## src/rtl/sb_cfg_pkg.sv

```systemverilog
// Shared types and sizing helpers for the switch-block configuration loader.
package sb_cfg_pkg;

    typedef enum logic [1:0] {
        IDLE  = 2'd0,
        SHIFT = 2'd1,
        LATCH = 2'd2,
        DONE  = 2'd3
    } sb_cfg_state_e;

    localparam int unsigned DEF_NUM_SB          = 32'd4;
    localparam int unsigned DEF_CFG_BITS_PER_SB = 32'd24;
    localparam int unsigned DEF_WORD_WIDTH      = 32'd8;
    localparam int unsigned TOTAL_BITS          = DEF_NUM_SB * DEF_CFG_BITS_PER_SB;
    localparam int unsigned TOTAL_WORDS         = TOTAL_BITS / DEF_WORD_WIDTH;

    // Width able to hold every value 0..max_val inclusive.
    function automatic int unsigned cnt_width(input int unsigned max_val);
        return (max_val < 32'd1) ? 32'd1 : $clog2(max_val + 32'd1);
    endfunction

    function automatic int unsigned total_words(input int unsigned num_sb,
                                                input int unsigned bits_per_sb,
                                                input int unsigned word_width);
        return (num_sb * bits_per_sb) / word_width;
    endfunction

    // Parity bit that makes the word plus parity carry an even number of ones.
    function automatic logic even_parity(input logic [63:0] data);
        return ^data;
    endfunction

endpackage

```

## src/rtl/sb_cfg_serializer.sv

```systemverilog
// Word-wide load/shift register feeding the scan chain LSB-first, with its
// remaining-bit counter. Empty means no bits are left to shift.
module sb_cfg_serializer
    import sb_cfg_pkg::*;
#(
    parameter int WORD_WIDTH = 8
) (
    input  logic                  clk,
    input  logic                  rst,
    input  logic                  clear,
    input  logic                  load,
    input  logic [WORD_WIDTH-1:0] data,
    output logic                  empty,
    output logic                  last_bit,
    output logic                  cfg_sdo,
    output logic                  cfg_shift_en
);

    localparam int BC_W = int'(cnt_width(WORD_WIDTH));

    logic [WORD_WIDTH-1:0] shreg_r;
    logic [BC_W-1:0]       bit_cnt_r;
    logic                  shift_en_s;

    // Shift register and remaining-bit count; the count saturates at zero.
    always_ff @(posedge clk) begin
        if (rst) begin
            shreg_r   <= {WORD_WIDTH{1'b0}};
            bit_cnt_r <= {BC_W{1'b0}};
        end else if (clear) begin
            shreg_r   <= {WORD_WIDTH{1'b0}};
            bit_cnt_r <= {BC_W{1'b0}};
        end else if (load) begin
            shreg_r   <= data;
            bit_cnt_r <= BC_W'(WORD_WIDTH);
        end else if (shift_en_s) begin
            shreg_r   <= {1'b0, shreg_r[WORD_WIDTH-1:1]};
            bit_cnt_r <= bit_cnt_r - BC_W'(1);
        end
    end

    assign shift_en_s   = (bit_cnt_r != {BC_W{1'b0}});
    assign empty        = ~shift_en_s;
    assign last_bit     = (bit_cnt_r == BC_W'(1));
    assign cfg_shift_en = shift_en_s;
    assign cfg_sdo      = shift_en_s & shreg_r[0];

endmodule

```

## src/rtl/sb_config_loader.sv

```systemverilog
// Streams configuration words onto the switch-block scan chain and strobes a
// common latch once the whole chain is filled. Optional: CFG_PARITY_EN.
module sb_config_loader
    import sb_cfg_pkg::*;
#(
    parameter int CHANNEL_ONEWAY_WIDTH = 4,
    parameter int NUM_SB               = 4,
    parameter int CFG_BITS_PER_SB      = 24,
    parameter int WORD_WIDTH           = 8
) (
    input  logic                  clk,
    input  logic                  rst,
    input  logic                  start,
    input  logic                  abort,
    input  logic [WORD_WIDTH-1:0] in_data,
    input  logic                  in_parity,
    input  logic                  in_valid,
    output logic                  in_ready,
    output logic                  cfg_sdo,
    output logic                  cfg_shift_en,
    output logic                  cfg_latch,
    output logic                  busy,
    output logic                  done,
    output logic                  error
);

    localparam int LOAD_WORDS = int'(total_words(NUM_SB, CFG_BITS_PER_SB, WORD_WIDTH));
    localparam int WC_W       = int'(cnt_width(LOAD_WORDS));

    sb_cfg_state_e   state_r;
    sb_cfg_state_e   state_next_s;
    logic [WC_W-1:0] word_cnt_r;
    logic            error_r;
    logic            ser_empty_s;
    logic            ser_last_bit_s;
    logic            ser_clear_s;
    logic            ser_load_s;
    logic            in_ready_s;
    logic            handshake_s;
    logic            parity_err_s;
    logic            start_accept_s;
    logic            last_word_s;
    logic [32:0]     unused_cfg_s;

    assign start_accept_s = start & ((state_r == IDLE) | (state_r == DONE));
    assign handshake_s    = (state_r == SHIFT) & in_ready_s & in_valid & ~abort;
    assign last_word_s    = (word_cnt_r == WC_W'(LOAD_WORDS));

`ifdef CFG_PARITY_EN
    assign parity_err_s = handshake_s & (in_parity != even_parity(64'(in_data)));
    assign unused_cfg_s = {1'b0, 32'(CHANNEL_ONEWAY_WIDTH)};
`else
    assign parity_err_s = 1'b0;
    assign unused_cfg_s = {in_parity, 32'(CHANNEL_ONEWAY_WIDTH)};
`endif

    // A faulty word is dropped rather than shifted onto the chain.
    assign ser_load_s  = handshake_s & ~parity_err_s;
    assign ser_clear_s = abort | (state_r != SHIFT);

    sb_cfg_serializer #(
        .WORD_WIDTH (WORD_WIDTH)
    ) u_serializer (
        .clk          (clk),
        .rst          (rst),
        .clear        (ser_clear_s),
        .load         (ser_load_s),
        .data         (in_data),
        .empty        (ser_empty_s),
        .last_bit     (ser_last_bit_s),
        .cfg_sdo      (cfg_sdo),
        .cfg_shift_en (cfg_shift_en)
    );

    // State register.
    always_ff @(posedge clk) begin
        if (rst) begin
            state_r <= IDLE;
        end else begin
            state_r <= state_next_s;
        end
    end

    // Next-state logic; abort outranks a same-cycle handshake and the last bit.
    always_comb begin
        state_next_s = state_r;
        case (state_r)
            IDLE: begin
                if (start) state_next_s = SHIFT;
                else       state_next_s = IDLE;
            end
            SHIFT: begin
                if (abort)                              state_next_s = IDLE;
                else if (parity_err_s)                  state_next_s = IDLE;
                else if (ser_last_bit_s && last_word_s) state_next_s = LATCH;
                else                                    state_next_s = SHIFT;
            end
            LATCH:   state_next_s = DONE;
            DONE: begin
                if (start) state_next_s = SHIFT;
                else       state_next_s = DONE;
            end
            default: state_next_s = IDLE;
        endcase
    end

    // Output decode from the registered state.
    always_comb begin
        in_ready_s = 1'b0;
        cfg_latch  = 1'b0;
        busy       = 1'b0;
        done       = 1'b0;
        case (state_r)
            IDLE:  ;
            SHIFT: begin
                in_ready_s = ser_empty_s;
                busy       = 1'b1;
            end
            LATCH: begin
                cfg_latch = 1'b1;
                busy      = 1'b1;
            end
            DONE:  done = 1'b1;
            default: ;
        endcase
    end

    assign in_ready = in_ready_s;

    // Accepted-word counter, cleared outside SHIFT and on abort, saturating.
    always_ff @(posedge clk) begin
        if (rst) begin
            word_cnt_r <= {WC_W{1'b0}};
        end else if (ser_clear_s) begin
            word_cnt_r <= {WC_W{1'b0}};
        end else if (ser_load_s && !last_word_s) begin
            word_cnt_r <= word_cnt_r + WC_W'(1);
        end
    end

    // Sticky parity error, cleared only by a new load or reset.
    always_ff @(posedge clk) begin
        if (rst) begin
            error_r <= 1'b0;
        end else if (start_accept_s) begin
            error_r <= 1'b0;
        end else if (parity_err_s) begin
            error_r <= 1'b1;
        end
    end

    assign error = error_r;

endmodule

```

## config.mk

```make
export PLATFORM = sky130hd
export DESIGN_NAME = sb_config_loader
export DESIGN_NICKNAME = d
export VERILOG_FILES = /design/src/rtl/sb_cfg_pkg.sv /design/src/rtl/sb_cfg_serializer.sv /design/src/rtl/sb_config_loader.sv
export SDC_FILE = /design/constraint.sdc
export NUM_CORES = 1
export LEC_CHECK = 0
export BUFFER_PORTS_ARGS = -buffer_cell sky130_fd_sc_hd__buf_2
export CORE_MARGIN = 2
export CORE_UTILIZATION = 52
export CTS_CLUSTER_SIZE = 25
export DETAILED_ROUTE_END_ITERATION = 7
export MAX_ROUTING_LAYER = met4
export PLACE_DENSITY = 0.87
export SYNTH_ARGS = -nofsm -noshare
export SYNTH_HDL_FRONTEND = slang
export SYNTH_HIERARCHICAL = 1
export SYNTH_SLANG_ARGS = --single-unit
```

## constraint.sdc

```tcl
create_clock -name clk -period 2.8 [get_ports clk]
set_input_delay 0.84 -clock clk [delete_from_list [all_inputs] [get_ports clk]]
set_output_delay 0.84 -clock clk [all_outputs]
set_load 0.05 [all_outputs]
```

Word-level counts from Yosys, hierarchy flattened:

Cells that the tools add are included.

* mux-type cells: 13
* bitwise logic cells: 7
* reductions and logical operators: 9
* equal/unequal tests: 6
* add/sub/neg operators: 2

Operator list (number)
* $mux W8: 2
* $mux W4: 2
* $pmux W2 S4: 1
* $mux W2: 3
* $mux W1: 5
* $add A4 B1 Y4 const B: 1
* $and A1 B1 Y1: 4
* $eq A2 B2 Y1 const B: 2
* $eq A4 B1 Y1 const B: 1
* $eq A4 B4 Y1 const B: 1
* $reduce_bool A4 Y1: 1
* $reduce_or A2 Y1: 2
* $sub A4 B1 Y4 const B: 1
* $reduce_or A3 Y1: 1
* $eq A2 B1 Y1 const B: 1
* $logic_and A1 B1 Y1: 2
* $logic_not A2 Y1: 1
* $ne A2 B1 Y1 const B: 1
* $not A1 Y1: 2
* $reduce_bool A2 Y1: 1
* $logic_not A1 Y1: 1
* $or A1 B1 Y1: 1

* input bits: 14
* register bits: 18
* logic and storage cells: 42
* output and inout bits: 7

Logic depth before layout (Yosys ltp):

Gate-level depths: netlist of run 1.

* depth in word-level cells: 7
* gate-level depth with buffers: 11
* depth with buffers taken out: 9

Modules after synthesis:

The synthesis of run 1 kept the hierarchy.

Modules (own cells, without submodules)
* sb_cfg_serializer: cells an instance 68, area an instance 576.8 µm², seq. area each 240.2 µm², times used 1
* sb_config_loader: cells an instance 46, area an instance 410.4 µm², seq. area each 120.1 µm², times used 1

Worst setup path before layout of run 1:

OpenSTA, ideal clock, no wires.

* path type: reg2out
* start point: register u_serializer.bit_cnt_r[0]
* end point: output port cfg_sdo
* path buffers: 1
* arrival: 1.508 ns
* required time: 1.960 ns
* setup slack: 0.452 ns
* stages on the path, launching flop included: 6
* cells stage by stage: dfxtp_1 inv_1 ha_1 or3b_4 clkbuf_8 and2_1

* word-level cells in the longest chain between the ends: 2

Ends and longest elaborated chain
* from (decl): RTL line sb_cfg_serializer.sv:22 `logic [BC_W-1:0] bit_cnt_r;`
* from (signal assigned): RTL line sb_cfg_serializer.sv:29 `bit_cnt_r <= {BC_W{1'b0}};`
* from (signal assigned): RTL line sb_cfg_serializer.sv:32 `bit_cnt_r <= {BC_W{1'b0}};`
* from (signal assigned): RTL line sb_cfg_serializer.sv:35 `bit_cnt_r <= BC_W'(WORD_WIDTH);`
* $reduce_bool A4 Y1: RTL line sb_cfg_serializer.sv:42 `assign shift_en_s = (bit_cnt_r != {BC_W{1'b0}});`
* net cfg_shift_en: RTL line sb_config_loader.sv:20 `output logic cfg_shift_en,`
* $and A1 B1 Y1: RTL line sb_cfg_serializer.sv:46 `assign cfg_sdo = shift_en_s & shreg_r[0];`
* to (decl): RTL line sb_config_loader.sv:19 `output logic cfg_sdo,`

The timed path passes the listed nets, and every way through them passes these cells.

Worst setup path after layout of run 1:

* start point: register u_serializer.bit_cnt_r[0]
* end point: output port in_ready

* word-level cells in the longest chain between the ends: 3

Ends and longest elaborated chain
* $reduce_bool A4 Y1: RTL line sb_cfg_serializer.sv:42
* $not A1 Y1: RTL line sb_cfg_serializer.sv:43 `assign empty = ~shift_en_s;`
* net ser_empty_s: RTL line sb_config_loader.sv:34 `logic ser_empty_s;`
* $mux W1: RTL line sb_config_loader.sv:113 `case (state_r)`
* to (decl): RTL line sb_config_loader.sv:18 `output logic in_ready,`

The timed path passes the listed nets, and every way through them passes these cells.

==> results of run 1 <==
==> cells in the mapped netlist (2+ instances only) <==
master,count
nor2b_1,2
dfxtp_1,18
o21ai_0,2
a21oi_1,5
buf_4,2
nor3_1,20
nor4_1,8
inv_1,8
nor2_1,9
ha_1,8
nand3_1,2
xnor2_1,2
nand2_1,2
==> cells by family (layout without fill, tap and decap cells) <==
kind of cell               Yosys count  in the layout  synth area share
and+or+nand+nor                     56             56             0.331
DFF                                 18             18             0.365
buffers and inverters               16             35            0.0862
AOI/OAI and AO/OA                   12             12            0.0849
adders and majority gates            8              8             0.101
xor gates and xnor gates             2              2            0.0177
other                                1              1           0.00380
muxes                                1              1            0.0101
==> power by group <==
| part | switching, mW | total (mW) | internal, mW | leakage [nW] |
|---|---|---|---|---|
| combinational | 0.0323 | 0.0516 | 0.0193 | 0.288 |
| clock | 0.0834 | 0.163 | 0.0792 | 0.0210 |
| sequential | 0.00137 | 0.259 | 0.258 | 0.145 |
==> area by class of cell <==
| type | count | share of cell area |
|---|---|---|
| timing repair buffer | 21 | 0.103 |
| multi-input combinational | 80 | 0.483 |
| inverter | 10 | 0.0334 |
| clock buffer | 4 | 0.0323 |
| tap | 25 | 0.0279 |
| sequential | 18 | 0.321 |
==> critical path, stage by stage, from the launching register on <==
cell	delay (ps)
dfxtp_1	350
inv_1	90
ha_1	210
or3b_4	480
inv_2	100
and2_2	140
clkbuf_4	220
==> path summary, 6_finish.rpt <==
path,slack (ps),end,startpoint
worst min-delay path,500,u_serializer/shreg_r[7],u_serializer/shreg_r[7]
worst min register to register,500,u_serializer/shreg_r[7],u_serializer/shreg_r[7]
worst max-delay path,70,in_ready,u_serializer/bit_cnt_r[0]
worst max register to register,350,u_serializer/shreg_r[3],u_serializer/bit_cnt_r[0]
==> stage by stage <==
step	cells	area [sq um]	setup slack, ps
final	158	1120	69.9
after global routing	158	1120	27.5
after CTS	158	1120	45.1
after detailed placement	154	1080	389
after global placement	154	1080	442
after floorplan	114	987	452
==> layer usage <==
layer,vias up,global-route usage,share of wire
li1,443,-,-
met1,423,0.254,0.43
met2,24,0.368,0.51
met3,4,0.0377,0.043
met4,0,0.114,0.016
met5,-,-,0
==> state kept, by name, summed over array words and instances (netlist names) <==
name and count:
word_cnt_r 4, u_serializer/bit_cnt_r 4, u_serializer/shreg_r 8, state_r 2
==> out/results.ini, run 1 <==
[floorplan]
initial_core_util=0.560
dieWidth_um=47.6
std_cell_rows=15
num_io_pins=21
fp.dieH_um=47.6
dieArea_sq_um=2260
core_sq_um=1760

[placed_design]
gp_congestion=0.751
post-dp-hpwl_mm=1.47
io_buffers=18

[sta]
final-hold-violation-count=0
min_period_ps=2730
fmax_mhz=366
period_share=0.975
slew_violations=0
rsz0062_at_grt=no
fin_worst_skew_ps=4.02
setup_viol_count_final=0
hold_ws_ps=499
setup_tns_ps=0

[detailed_routing]
drc=0
dr.first_iter.drc_count=44
vias_per_cell=5.66
drtPass1Iterations=5
routedWlPerCell_um=13.0
wl_mm=2.06
vias=894
antenna_left=0

[finish]
regArea_sq_um=360
utilization=0.636
final_cell_mix=nor3_1, dfxtp_1, buf_2
drive_gt1_frac=0.241
syn2layout_area_growth_pct=13.7
nFillCells=148
diodes=0
nets=156
layout_commonest_cell=nor3_1
multiInputGateArea_sq_um=542

[cts]
ctsResizeCount=0
cts_tree=built
cts.sinks=18
clock_latency_ps=290
cts_buffers=3
cts-root-buf=clkbuf_4
post_cts_buffers=0
cts_max_level=1
cts_buffer_depth=2
clk_pin_slew_ps=110
ctsHoldBuffers=0

[grt]
antenna_found_initial=0
grt_pass1_vias=789
grt_max_degree=14
grt_pass1_wl_mm=3.35
grt_usage=0.221
overflow=0

[yosys]
ys_async_sr_fraction=0
synth.ff_latch_count=18
synth_area_leaders=dfxtp_1, ha_1, nor3_1
synth-edff-count=0
synth.cell_area_sq_um=987
yosysTopAreaCellShare=0.365
synth.net_count=136
synth.distinct_cells=39
synth_top_area_cell=dfxtp_1
synth_cells=114
synth_seq_area_share=0.365
synth_ff_type=dfxtp_1
yosysWarnings=6
postSynthAreaPerCell_sq_um=8.66

[worst_setup_path]
worst_ep_required_time_ps=1960
arrival_ps=1890
critical_path_class=reg2out
end_kind=output port
crit_path_max_fanout=12
ff2ff_path_depth=11
worst_setup_path_start_kind=register

[pwr]
p_total_mw=0.473
peakVddDrop_mv=0.336
power_density_nw_per_um2=422
p_leak_nw=0.454

[job]
maxCapViolations=0

[worst_hold_path]
min_path_type=reg2reg
min_path_cells=2

[run_status]
outcome=finished, final reports clean

(Power assumes the default switching activity.)
==> run 2: changes to the inputs <==
--- a/config.mk
+++ b/config.mk
@@ -6,8 +6,10 @@
 export NUM_CORES = 1
 export LEC_CHECK = 0
 export BUFFER_PORTS_ARGS = -buffer_cell sky130_fd_sc_hd__buf_2
+export CELL_PAD_IN_SITES_DETAIL_PLACEMENT = 1
+export CELL_PAD_IN_SITES_GLOBAL_PLACEMENT = 2
 export CORE_MARGIN = 2
-export CORE_UTILIZATION = 52
+export CORE_UTILIZATION = 31
 export CTS_CLUSTER_SIZE = 25
 export DETAILED_ROUTE_END_ITERATION = 7
 export MAX_ROUTING_LAYER = met4
==> run 2 against run 1 <==
Effect of this change:
- setup slack better by 5.6 ps
- core utilization shrank 26 points
- critical path depth unchanged
==> out/results.ini, run 2 (synthesis results as in run 1) <==
[floorplan]
initial_core_util=0.323
std_cell_rows=20
dieWidth_um=60.4
num_io_pins=21
dieArea_sq_um=3650
fp.dieH_um=60.4
core_sq_um=3050

[detailed_routing]
antenna_left=0
drtPass1Iterations=3
drc=0
routedWlPerCell_um=13.2
vias_per_cell=4.99
wl_mm=2.34
dr.first_iter.drc_count=18
vias=883

[sta]
setup_tns_ps=0
slew_violations=0
setup_viol_count_final=0
rsz0062_at_grt=no
fmax_mhz=367
final-hold-violation-count=0
min_period_ps=2720
hold_ws_ps=492
period_share=0.973
fin_worst_skew_ps=1.24

[grt]
grt_max_degree=14
antenna_found_initial=0
grt_pass1_wl_mm=3.95
grt_pass1_vias=909
grt_usage=0.152
overflow=0

[cts]
ctsHoldBuffers=0
cts_buffer_depth=2
cts.sinks=18
cts_tree=built
cts_max_level=1
cts-root-buf=clkbuf_4
clk_pin_slew_ps=110
post_cts_buffers=0
clock_latency_ps=300
ctsResizeCount=0
cts_buffers=3

[finish]
instances_no_fill=177
largest_reg_flops=8
regArea_sq_um=360
nets=156
layout_commonest_cell=nor3_1
diodes=0
drive_gt1_frac=0.241
nFillCells=396
multiInputGateArea_sq_um=542
syn2layout_area_growth_pct=16.1
final_cell_mix=nor3_1, dfxtp_1, buf_2
top_regs=u_serializer/shreg_r (8), u_serializer/bit_cnt_r (4), word_cnt_r (4)
regMostFlops=u_serializer/shreg_r

[worst_setup_path]
crit_path_max_fanout=12
critical_path_class=reg2out
ff2ff_path_depth=10
worstReg2RegEnd=u_serializer/shreg_r[0]
ff2ff_setup_slack_ps=480
startpoint=u_serializer/bit_cnt_r[0]
worst_setup_path_start_kind=register
worst_ep_required_time_ps=1960
arrival_ps=1880
worstSetupEndpoint=in_ready
end_kind=output port
r2r_start=u_serializer/bit_cnt_r[0]

[pwr]
p_total_mw=0.480
p_leak_nw=0.454
peakVddDrop_mv=0.213
power_density_nw_per_um2=419

[job]
maxCapViolations=0

[placed_design]
io_buffers=18
gp_congestion=0.670
dp.cells=173
post-dp-hpwl_mm=1.78

[worst_hold_path]
min_path_type=reg2reg

[run_status]
outcome=finished, final reports clean

[run 2: cell counts in the layout (fill, tap and decap cells not counted)]
No cell type changed its count.
[run 2: how the worst min path moves through the flow]
stage                                  startpoint                      end  slack, ps  depth (start not counted)
final                     u_serializer/shreg_r[7]  u_serializer/shreg_r[7]        490                          2
after global routing      u_serializer/shreg_r[7]  u_serializer/shreg_r[7]        520                          2
after CTS                 u_serializer/shreg_r[7]  u_serializer/shreg_r[7]        490                          2
after detailed placement  u_serializer/shreg_r[7]  u_serializer/shreg_r[7]        470                          2
after global placement    u_serializer/shreg_r[7]  u_serializer/shreg_r[7]        460                          2
after floorplan           u_serializer/shreg_r[7]  u_serializer/shreg_r[7]        450                          2
[run 2: power by group]
group	total, mW	switching [mW]	internal (mW)
sequential	0.259	0.00149	0.258
clock	0.168	0.0885	0.0794
combinational	0.0528	0.0335	0.0193
total	0.480	0.123	0.357
[run 2: cell type report]
cell class | count | area share
Multi-Input combinational cell | 80 | 0.473
Inverter | 10 | 0.0328
Sequential cell | 18 | 0.314
Timing Repair Buffer | 21 | 0.100
Tap cell | 44 | 0.0480
Clock buffer | 4 | 0.0317
[run 2: critical path, cell delays in order (launching register included)]
cell      delay [ps]
dfxtp_1          350
inv_1            100
ha_1             210
or3b_4           480
inv_2             80
and2_2           140
clkbuf_4         220
[run 2: stage by stage]
stage	worst slack [ps]	area (sq um)	utilization
after floorplan	452	987	-
after global placement	434	1110	0.363
after detailed placement	385	1110	0.363
after CTS	33.7	1140	0.375
after global routing	3.56	1150	0.375
final	75.5	1150	0.375
[run 2: layer usage]
| metal | global-route usage | part of all wire |
|---|---|---|
| met5 | - | 0 |
| met4 | 0.0652 | 0.023 |
| met3 | 0.0256 | 0.035 |
| met2 | 0.259 | 0.48 |
| met1 | 0.176 | 0.46 |
==> run 3: changes to the inputs <==
--- a/config.mk
+++ b/config.mk
@@ -6,15 +6,12 @@
 export NUM_CORES = 1
 export LEC_CHECK = 0
 export BUFFER_PORTS_ARGS = -buffer_cell sky130_fd_sc_hd__buf_2
-export CELL_PAD_IN_SITES_DETAIL_PLACEMENT = 1
-export CELL_PAD_IN_SITES_GLOBAL_PLACEMENT = 2
 export CORE_MARGIN = 2
-export CORE_UTILIZATION = 31
+export CORE_UTILIZATION = 53
 export CTS_CLUSTER_SIZE = 25
 export DETAILED_ROUTE_END_ITERATION = 7
 export MAX_ROUTING_LAYER = met4
-export PLACE_DENSITY = 0.87
+export PLACE_DENSITY = 0.88
 export SYNTH_ARGS = -nofsm -noshare
 export SYNTH_HDL_FRONTEND = slang
-export SYNTH_HIERARCHICAL = 1
 export SYNTH_SLANG_ARGS = --single-unit
==> run 3 against run 2 <==
Effect of this change:
- sequential share of layout area shrank 0.37 points
- fmax grew 8.3%
- sequential power is essentially flat
- die area shrank 37%
- setup slack gained 210 ps
- clock power shrank 22%
- critical path depth is the same
- hold slack lost 16 ps
- first-iteration DRC count grew 44%
- synthesized cell count grew 7.0%
- wire length grew 1.2%
- highest routed layer unchanged
==> out/results.ini, run 3 <==
[run_status]
outcome=finished, final reports clean

[finish]
regArea_sq_um=360
nFillCells=157
diodes=0
largest_reg_flops=8
nets=163
final_cell_mix=buf_2, dfxtp_1, o21ai_0, a21oi_1
regMostFlops=u_serializer.shreg_r
syn2layout_area_growth_pct=13.5
top_regs=u_serializer.shreg_r (8), u_serializer.bit_cnt_r (4), word_cnt_r (4)
instances_no_fill=163
multiInputGateArea_sq_um=588
drive_gt1_frac=0.210
stdcell_area_sq_um=1160

[worst_setup_path]
arrival_ps=1680
worst_setup_path_start_kind=register
worst_ep_required_time_ps=1960
critical_path_class=reg2out
crit_path_max_fanout=9
end_kind=output port
ff2ff_path_depth=7

[cts]
cts_tree=built
post_cts_buffers=0
clk_pin_slew_ps=100
cts.sinks=18
cts_buffers=3
cts_buffer_depth=2
ctsResizeCount=0
ctsHoldBuffers=0
cts-root-buf=clkbuf_4
cts_max_level=1
clock_latency_ps=300

[detailed_routing]
antenna_left=0
wl_met3_um=145
drtPass1Iterations=4
dr.first_iter.drc_count=26
met2_wirelength_mm=1.15
wl_mm=2.37
routedWlPerCell_um=14.5
vias=959
top_layer_used=met4
drc=0
vias_per_cell=5.88
wirelength_met1_um=987

[pwr]
p_leak_nw=0.500
power_density_nw_per_um2=380
pwr-share-seq=0.588
pwr-share-clk=0.298
peakVddDrop_mv=0.321
switching_share=0.262
power.internal_mw=0.325
combPwrFrac=0.113
switchingPower_mw=0.115

[yosys]
synth_seq_area_share=0.353
postSynthAreaPerCell_sq_um=8.38
synth_top_area_cell=dfxtp_1
yosys-top-cells-count=dfxtp_1, a21oi_1, o21ai_0, ha_1, inv_1
synth.cell_area_sq_um=1020
yosysTopAreaCellShare=0.353
synth.net_count=145
synth-edff-count=0
synth_ff_type=dfxtp_1
ys_async_sr_fraction=0
synth_cells=122
synth.distinct_cells=33
yosysWarnings=0
synth.ff_latch_count=18
synth_area_leaders=dfxtp_1, ha_1, a21oi_1
synth.most_common_cell=dfxtp_1

[grt]
overflow=0
antenna_found_initial=0
grt_max_degree=22
grt_pass1_vias=867
grt_pass1_wl_mm=3.72
grt_usage=0.247

[sta]
final-hold-violation-count=0
fin_worst_skew_ps=5.53
worst_slack_ps=285
fmax_mhz=398
slew_violations=0
period_share=0.898
min_period_ps=2520
setup_tns_ps=0
rsz0062_at_grt=no
setup_viol_count_final=0

[floorplan]
core_sq_um=1760
initial_core_util=0.579
num_io_pins=21
fp.dieH_um=47.9
dieWidth_um=47.9
dieArea_sq_um=2300
std_cell_rows=15

[placed_design]
post-dp-hpwl_mm=1.63
placed_area_sq_um=1140
dp.cells=160
pre_cts_ws_ps=635
io_buffers=18
gp_congestion=0.750

[worst_hold_path]
min_path_type=reg2reg
min_path_cells=2

[job]
maxCapViolations=0

-- run 3: per-stage QoR --
stage | hold WS, ps | util | total power, mW
after CTS | 477 | 0.657 | 0.438
after floorplan | 444 | - | 0.299
after global placement | 458 | 0.645 | 0.313
after global routing | 500 | 0.657 | 0.455
final | 476 | 0.657 | 0.441
after detailed placement | 463 | 0.645 | 0.314
-- run 3: cell families after synthesis --
family	count (synthesis)	synth area share
AOI/OAI and AO/OA	40	0.245
xor gates and xnor gates	2	0.0171
adders and majority gates	9	0.110
buffers and inverters	19	0.0747
DFF	18	0.353
muxes	2	0.0196
other	1	0.00367
and+or+nand+nor	31	0.178
-- run 3: area by class of cell --
| cell class | instances | area share |
|---|---|---|
| flip-flops and latches | 18 | 0.311 |
| well taps | 25 | 0.0270 |
| inverters | 10 | 0.0324 |
| repair buffers | 22 | 0.104 |
| multi-input cells | 85 | 0.507 |
| clock buffers | 3 | 0.0194 |
-- run 3: routing by layer --
metal / GRT usage / vias up
li1: - / 468
met5: - / -
met1: 0.255 / 434
met2: 0.435 / 44
met4: 0.135 / 0
met3: 0.0453 / 13
-- run 3: final timing paths --
check                             from                        end  slack (ps)
max reg2reg  u_serializer.bit_cnt_r[0]  u_serializer.bit_cnt_r[1]        1020
max          u_serializer.bit_cnt_r[0]                    cfg_sdo         280
min            u_serializer.shreg_r[7]    u_serializer.shreg_r[7]         480
min reg2reg    u_serializer.shreg_r[7]    u_serializer.shreg_r[7]         480
-- run 3: power groups by stage --
stage	clock [mW]	combinational, mW	sequential (mW)
3_5_place_dp	0	0.0493	0.265
3_3_place_gp	0	0.0479	0.265
2_1_floorplan	0	0.0345	0.265
4_1_cts	0.129	0.0498	0.259
5_1_grt	0.141	0.0547	0.260
6_report	0.131	0.0500	0.259
-- run 3: critical path: stages, from the launching register on --
cell and delay (ps):
dfxtp_1 360, inv_1 90, ha_1 220, nor3b_4 160
inv_2 150, and2_1 140, buf_2 250
